File: config.mk
export PLATFORM = sky130hd
export DESIGN_NAME = connect_count_accumulator
export DESIGN_NICKNAME = d
export VERILOG_FILES = /design/src/rtl/connect_count_accumulator.sv
export SDC_FILE = /design/constraint.sdc
export NUM_CORES = 1
export LEC_CHECK = 0
export BUFFER_PORTS_ARGS = -buffer_cell sky130_fd_sc_hd__buf_4
export CORE_UTILIZATION = 40
export DETAILED_ROUTE_END_ITERATION = 12
export MAX_ROUTING_LAYER = met4
export PLACE_DENSITY_LB_ADDON = 0.25
export SYNTH_ARGS = -nofsm -noshare
export SYNTH_HDL_FRONTEND = slang
export SYNTH_SLANG_ARGS = --single-unit
File: constraint.sdc
create_clock -name clk -period 7.8 [get_ports clk]
set_input_delay 0.78 -clock clk [delete_from_list [all_inputs] [get_ports clk]]
set_output_delay 0.78 -clock clk [all_outputs]
set_load 0.03 [all_outputs]
File: src/rtl/connect_count_accumulator.sv
`default_nettype none
// ============================================================================
// Module      : connect_count_accumulator
// Description : Collects results from the connected-component counting core.
//               Each valid result adds 2^connectCount into a wide run sum.
//               The block also counts results and XOR-folds the job tags.
//               When the expected number of results has arrived, it pulses
//               runFinished and holds the totals.
// Revision    : 1.0 - initial release
// ============================================================================
module connect_count_accumulator #(
    parameter int EXTRA_DATA_WIDTH = 10,
    parameter int SUM_WIDTH        = 80,
    parameter int COUNT_WIDTH      = 36
) (
    input  logic                        clk,
    input  logic                        rst,
    input  logic                        runStart,
    input  logic [COUNT_WIDTH-1:0]      expectedResults,
    input  logic                        done,
    input  logic [5:0]                  connectCount,
    input  logic [EXTRA_DATA_WIDTH-1:0] extraData,
    output logic [SUM_WIDTH-1:0]        sum,
    output logic [COUNT_WIDTH-1:0]      resultsSeen,
    output logic [EXTRA_DATA_WIDTH-1:0] tagChecksum,
    output logic                        runFinished,
    output logic                        busy,
    output logic                        overflow,
    output logic                        strayResult
);

    typedef enum logic [1:0] {
        S_IDLE     = 2'd0,
        S_ACCUM    = 2'd1,
        S_FINISHED = 2'd2
    } state_t;

    localparam logic [SUM_WIDTH-1:0]   c_one      = {{(SUM_WIDTH-1){1'b0}}, 1'b1};
    localparam logic [COUNT_WIDTH-1:0] c_seen_max = {COUNT_WIDTH{1'b1}};

    state_t                      r_state_q,    w_state_d;
    logic [COUNT_WIDTH-1:0]      r_expected_q, w_expected_d;
    logic                        r_started_q,  w_started_d;

    logic                        r_s1_valid_q, w_s1_valid_d;
    logic [5:0]                  r_s1_count_q, w_s1_count_d;
    logic [EXTRA_DATA_WIDTH-1:0] r_s1_tag_q,   w_s1_tag_d;

    logic                        r_s2_valid_q, w_s2_valid_d;
    logic [SUM_WIDTH-1:0]        r_s2_value_q, w_s2_value_d;
    logic [EXTRA_DATA_WIDTH-1:0] r_s2_tag_q,   w_s2_tag_d;

    logic [SUM_WIDTH-1:0]        r_sum_q,      w_sum_d;
    logic [COUNT_WIDTH-1:0]      r_seen_q,     w_seen_d;
    logic [EXTRA_DATA_WIDTH-1:0] r_tag_q,      w_tag_d;
    logic                        r_finished_q, w_finished_d;
    logic                        r_overflow_q, w_overflow_d;
    logic                        r_stray_q,    w_stray_d;

    logic                        w_in_flight;
    logic                        w_finish;
    logic                        w_accept;
    logic                        w_carry;
    logic [SUM_WIDTH-1:0]        w_sum_add;

    // Next-state, pipeline and accumulator update logic
    always_comb begin
        w_state_d    = r_state_q;
        w_expected_d = r_expected_q;
        w_started_d  = 1'b0;
        w_s1_valid_d = 1'b0;
        w_s1_count_d = connectCount;
        w_s1_tag_d   = extraData;
        w_s2_valid_d = 1'b0;
        w_s2_value_d = c_one << r_s1_count_q;
        w_s2_tag_d   = r_s1_tag_q;
        w_sum_d      = r_sum_q;
        w_seen_d     = r_seen_q;
        w_tag_d      = r_tag_q;
        w_finished_d = 1'b0;
        w_overflow_d = r_overflow_q;
        w_stray_d    = r_stray_q;

        w_in_flight = r_s1_valid_q | r_s2_valid_q;
        // The started flag holds off completion for the first ACCUM cycle,
        // so an empty run finishes two cycles after its start.
        w_finish    = (r_state_q == S_ACCUM) && !r_started_q &&
                      (r_seen_q >= r_expected_q) && !w_in_flight;
        // A result arriving on the completion edge belongs to no run.
        w_accept    = done && (runStart || ((r_state_q == S_ACCUM) && !w_finish));
        {w_carry, w_sum_add} = {1'b0, r_sum_q} + {1'b0, r_s2_value_q};

        if (runStart) begin
            w_state_d    = S_ACCUM;
            w_expected_d = expectedResults;
            w_started_d  = 1'b1;
            w_s1_valid_d = done;
            w_sum_d      = '0;
            w_seen_d     = '0;
            w_tag_d      = '0;
            w_overflow_d = 1'b0;
            w_stray_d    = 1'b0;
        end else begin
            w_s1_valid_d = w_accept;
            w_s2_valid_d = r_s1_valid_q;

            if (r_s2_valid_q) begin
                w_sum_d = w_sum_add;
                w_tag_d = r_tag_q ^ r_s2_tag_q;
                if (w_carry) begin
                    w_overflow_d = 1'b1;
                end
                if (r_seen_q != c_seen_max) begin
                    w_seen_d = r_seen_q + 1'b1;
                end
                if (r_seen_q >= r_expected_q) begin
                    w_stray_d = 1'b1;
                end
            end

            if (done && !w_accept) begin
                w_stray_d = 1'b1;
            end

            if (w_finish) begin
                w_state_d    = S_FINISHED;
                w_finished_d = 1'b1;
            end
        end
    end

    // State, pipeline and result registers with synchronous reset
    always_ff @(posedge clk) begin
        if (rst) begin
            r_state_q    <= S_IDLE;
            r_expected_q <= '0;
            r_started_q  <= 1'b0;
            r_s1_valid_q <= 1'b0;
            r_s1_count_q <= '0;
            r_s1_tag_q   <= '0;
            r_s2_valid_q <= 1'b0;
            r_s2_value_q <= '0;
            r_s2_tag_q   <= '0;
            r_sum_q      <= '0;
            r_seen_q     <= '0;
            r_tag_q      <= '0;
            r_finished_q <= 1'b0;
            r_overflow_q <= 1'b0;
            r_stray_q    <= 1'b0;
        end else begin
            r_state_q    <= w_state_d;
            r_expected_q <= w_expected_d;
            r_started_q  <= w_started_d;
            r_s1_valid_q <= w_s1_valid_d;
            r_s1_count_q <= w_s1_count_d;
            r_s1_tag_q   <= w_s1_tag_d;
            r_s2_valid_q <= w_s2_valid_d;
            r_s2_value_q <= w_s2_value_d;
            r_s2_tag_q   <= w_s2_tag_d;
            r_sum_q      <= w_sum_d;
            r_seen_q     <= w_seen_d;
            r_tag_q      <= w_tag_d;
            r_finished_q <= w_finished_d;
            r_overflow_q <= w_overflow_d;
            r_stray_q    <= w_stray_d;
        end
    end

    assign sum         = r_sum_q;
    assign resultsSeen = r_seen_q;
    assign tagChecksum = r_tag_q;
    assign runFinished = r_finished_q;
    assign busy        = (r_state_q == S_ACCUM);
    assign overflow    = r_overflow_q;
    assign strayResult = r_stray_q;

endmodule
`default_nettype wire

; Word level (Yosys, flattened, before mapping)
; Cells that the tools add are included.
[totals]
ff_bits = 276
latchBits = 0
ram_bits = 0
mem_bits_ro = 0
input_bits = 56
out_inout_bits = 130
elab_cells = 50
mem_count = 0
[classes]
add_sub_neg = 2
n_mul = 0
div_mod_pow = 0
magnitude_cmp = 1
n_eq_ne = 2
shift = 1
mux = 8
n_bitwise = 2
n_reduce_logical = 18
[ops]
columns = cell, n
row1 = 80-bit by 80-bit adder with 81-bit output, 1
row2 = "1-bit by 6-bit << shifter with 80-bit output, first input constant", 1
row3 = "36-bit by 1-bit adder with 36-bit output, second input constant", 1
row4 = 36-bit >= comparator, 1
row5 = "36-bit != test, second input constant", 1
row6 = 10-bit XOR, 1
row7 = 1-bit 2-to-1 mux, 8
row8 = 1-bit logical AND, 6
row9 = 2-bit AND reduction, 3
row10 = 2-bit nonzero test, 3
row11 = 1-bit zero test, 4
row12 = "2-bit by 1-bit == test with 1-bit output, second input constant", 1
row13 = 2-bit OR reduction, 1
row14 = 1-bit logical OR, 1
row15 = 1-bit OR, 1

; Longest topological paths before layout
[logic_depth]
ltp_word = 12
depth_mapped = 13
ltp_nobuf = 13

; Worst setup path before layout
; OpenSTA, ideal clock, no wires.
[synth_timing]
path_type = flip-flop to flip-flop
start = register r_sum_q[0], in the netlist sum[0]
end = register r_sum_q[68], in the netlist sum[68]
setup_ps = 59
t_arrival_ps = 3071
required_ps = 7741
setup_slack_ps = 4670
path_stages_with_launch = 14
path_buffers = 0
period_less_slack_ps = 3130
path_cell_list = dfxtp_1 -> ha_1 -> inv_1 -> fa_1 -> nand2b_1 -> a21oi_1 -> o2111ai_1 -> a2111o_1 -> nand4_1 -> a41o_1 -> or3_4 -> a21boi_4 -> or4_1 -> nand2_1
[synth_between]
elab_chain_len = 1
[synth_rtl]
columns = item, line
row1 = start: declaration, 53  ; logic [SUM_WIDTH-1:0] r_sum_q, w_sum_d;
row2 = start signal: assignment, 160  ; r_sum_q <= w_sum_d;
row3 = 80-bit by 80-bit adder with 81-bit output, 91  ; {w_carry, w_sum_add} = {1'b0, r_sum_q} + {1'b0, r_s2_value_q};
; Every way passes these cells.
; A chain may end at the register's enable or synchronous reset.

; Worst setup path after layout
[layout_timing]
start = register r_sum_q[1], in the netlist sum[1]
end = register r_sum_q[77], in the netlist sum[77]
; Same word-level chain as after synthesis.

==> reports/metrics.yaml <==
worst_setup_path:
  cp_slowest_cell: "a2111oi_2"
  arrival_ps: 4050
  r2r_end: "sum[77]$_SDFFE_PP0P_"
  slowest_delay_ps: 620
  r2r-start: "sum[1]$_SDFFE_PP0P_"
  r2r_setup_slack_ps: 4150
  path_max_fanout: 7
  crit_type: "reg2reg"
  worstSetupEndpointType: "flop"
  reg2reg_depth: 11
  path_cells: "ha_1 > a21oi_1 > nand4b_1 > a2111oi_1 > o21ai_0 > nand2_1 > a21oi_2 > a2111oi_2 > o21ai_0 > xor2_1 > nor2_1"
  path_common_cell: "o21ai_0"
  cp_top_family: "compound AO/OA/AOI/OAI gates"
  critical_path_buf_inv_count: 0
  cp-start-kind: "flop"
  cp.required_ps: 8210
final_layout:
  drive_above_1_share: 0.151
  fill_cells: 3248
  seq_area_um2: 5210
  nets: 1881
  num_antenna_cells: 0
  multi_input_area_um2: 7840
  area_growth_pct: 19.8
routing:
  ant_nets: 0
  vias: 11500
  drt_first_pass_iters: 7
  wl_um: 36600
  wire_per_inst_um: 16.8
  drc_errors: 0
  avgViaCountPerCell: 5.25
  drtIter0Drc: 671
timing:
  finalSetupViolations: 0
  post-route-min-period_ps: 3650
  grt_setup_unrepaired: "no"
  hold_viol_final: 0
  worst_slack_ps: 4150
  fin_skew_ps: 12.8
  drv_slew: 0
  worstMarginPinSlew_ps: 879
  fmax_mhz: 274
  post-route-period-util: 0.468
  tns_ps: 0
  maxSlewHeadroom: 0.413
grt:
  grt_max_degree: 76
  grt_antenna_before_repair: 0
  grt_first_pass_wirelength_um: 57600
  grt_pass1_vias: 11000
  track_usage: 0.216
  grt_remaining_overflow: 0
clocking:
  holdBufCountCts: 0
  numCtsBuffers: 29
  post_cts_buffers: 0
  cts_resized: 0
  clock-sinks: 260
  ctsLongestPathBuffers: 3
  root_buffer: "clkbuf_16"
  tritoncts: "done"
  clk_latency_ps: 550
  cts.clk_slew.worst_paths_ps: 60
  h-tree-depth: 1
pwr:
  switching_power_uw: 633
  p_per_area_nw_per_um2: 176
  ir_drop_mv: 0.161
  pwr-share-seq: 0.478
  switching_share: 0.221
  power_frac_comb: 0.044
  p_leak_nw: 6.91
  clkPwrFrac: 0.477
  power.internal_mw: 2.22
yosys:
  synth_ff_type: "dfxtp_1"
  ys_types: 78
  yosysTopAreaCellShare: 0.385
  ys_top_cells_by_area: "dfxtp_1, ha_1, nor2_1, mux2i_1, xor2_1"
  syn-cell-area_um2: 13500
  synthArstFlopShare: 0
  syn-num-nets: 1727
  syn_avg_cell_area_um2: 8.62
  synth_edf_count: 0
  synth-seq-area-share: 0.385
  yosysTopAreaCell: "dfxtp_1"
  yosysWarnings: 0
  ys_ff_latch: 260
  synthesis.instances: 1569
place:
  port_buffers: 185
  hpwl_um: 27600
  post-place-ws_ps: 4280
  place.gp.congestion: 0.986
floorplan:
  start_util: 0.411
  dieHeight_um: 186
  coreArea_um2: 32900
  rows: 66
  die_w_um: 186
  ios: 186
  die_area_um2: 34500
min_path:
  worstHoldStart: "r_s1_tag_q[1]$_SDFF_PP0_"
  min_to: "r_s2_tag_q[1]$_SDFF_PP0_"
  hp-class: "reg2reg"
  hold-path-cell-count: 1
run:
  cap_violations: 0
run_status:
  status: "finished clean"
## cell type report
cell class | count | share of cell area
Multi-Input combinational cell | 1183 | 0.484
Tap cell | 442 | 0.0341
Timing Repair Buffer | 190 | 0.0880
Inverter | 59 | 0.0137
Clock inverter | 7 | 0.00571
Clock buffer | 44 | 0.0532
Sequential cell | 260 | 0.321
## routing by layer
metal  global-route usage  share of wire  vias to the layer above
li1                     -              -                     5827
met1                0.273           0.46                     5336
met2                0.345           0.46                      263
met3               0.0517          0.067                       41
met4               0.0498          0.019                        0
met5                    -              0                        -
## stage by stage
stage / utilization / instances / total power, mW / hold WS, ps / instance area (µm²)
floorplan: - / 1569 / 1.47 / 414 / 13500
global placement: 0.464 / 2134 / 1.52 / 417 / 15200
detailed placement: 0.464 / 2134 / 1.52 / 426 / 15200
CTS: 0.493 / 2185 / 2.89 / 423 / 16200
global route: 0.493 / 2185 / 2.97 / 435 / 16200
finish: 0.493 / 2185 / 2.86 / 436 / 16200
## power by group through the flow
stage	Combinational [mW]	Clock [mW]	Sequential, mW
finish	0.127	1.36	1.37
global route	0.142	1.46	1.37
CTS	0.129	1.40	1.37
detailed placement	0.128	0	1.40
global placement	0.127	0	1.39
floorplan	0.0869	0	1.39
## flip-flops by register name (all words and copies together), names as in the netlist
name,count
r_s2_tag_q,10
r_state_q,2
strayResult,1
r_s2_value_q,64
overflow,1
resultsSeen,36
runFinished,1
tagChecksum,10
r_s2_valid_q,1
r_s1_tag_q,10
r_s1_count_q,6
r_expected_q,36
r_started_q,1
r_s1_valid_q,1
sum,80
## worst register-to-register path: stages, from the launching register on
cell and delay (ps):
dfxtp_1 340, ha_1 290, a21oi_1 80, nand4b_1 200, a2111oi_1 580, o21ai_0 400, nand2_1 340, a21oi_2 220
a2111oi_2 630, o21ai_0 180, xor2_1 190, nor2_1 60
## how the worst max path moves through the flow
| stage | from | to | depth (start not counted) |
|---|---|---|---|
| 3_3_place_gp | sum[1]$_SDFFE_PP0P_ | sum[75]$_SDFFE_PP0P_ | 11 |
| 3_5_place_dp | sum[1]$_SDFFE_PP0P_ | sum[77]$_SDFFE_PP0P_ | 11 |
| 6_report | sum[1]$_SDFFE_PP0P_ | sum[77]$_SDFFE_PP0P_ | 11 |
| 2_1_floorplan | sum[0]$_SDFFE_PP0P_ | sum[68]$_SDFFE_PP0P_ | 13 |
| 4_1_cts | sum[1]$_SDFFE_PP0P_ | sum[77]$_SDFFE_PP0P_ | 11 |
| 5_1_grt | sum[1]$_SDFFE_PP0P_ | sum[77]$_SDFFE_PP0P_ | 11 |
## layout by cell type, fill, tap and decap left out, types with 10 or more instances in the layout
master,count
clkbuf_16,29
o21ai_0,53
nor3_1,37
xnor2_1,44
nand4_1,33
ha_1,101
a211oi_1,11
nor2b_1,37
a21oi_1,98
nand2_1,118
o21a_1,10
buf_4,190
inv_1,59
xor2_1,59
nand3_1,38
a21o_1,40
or3_1,14
nor2_1,229
mux2i_1,83
and3_1,13
and4_1,10
nand2b_1,17
nor4_1,11
a31oi_1,16
dfxtp_1,259
## Yosys cell counts, types with 4 or more instances
library cell and count:
or3_1 14, ha_1 101, and4_1 10, o21ai_0 53
o21a_1 10, buf_1 9, clkbuf_1 52, nor2_1 229
or2_2 7, nand2_1 118, a21o_1 40, nor2b_1 37
a31o_2 5, and2_1 7, dfxtp_1 260, and3_1 13
o21bai_1 5, a221o_1 4, nor4_1 11, inv_1 59
a211oi_1 11, a21oi_1 98, a21boi_0 4, nor3_1 37
o211ai_1 9, xnor2_1 44, nand2b_1 17, mux2i_1 83
buf_2 6, or4_1 7, nand3b_1 4, nand4_1 33
xor2_1 59, a31oi_1 16, nand3_1 38
## cell families after synthesis
| group | Yosys count | share of synthesized area |
|---|---|---|
| AOI/OAI and AO/OA | 299 | 0.145 |
| xor gates and xnor gates | 103 | 0.0667 |
| adders and majority gates | 102 | 0.0949 |
| buffers and inverters | 126 | 0.0355 |
| DFF | 260 | 0.385 |
| muxes | 83 | 0.0614 |
| and+or+nand+nor | 596 | 0.211 |
Power figures use the tool's default switching activity.
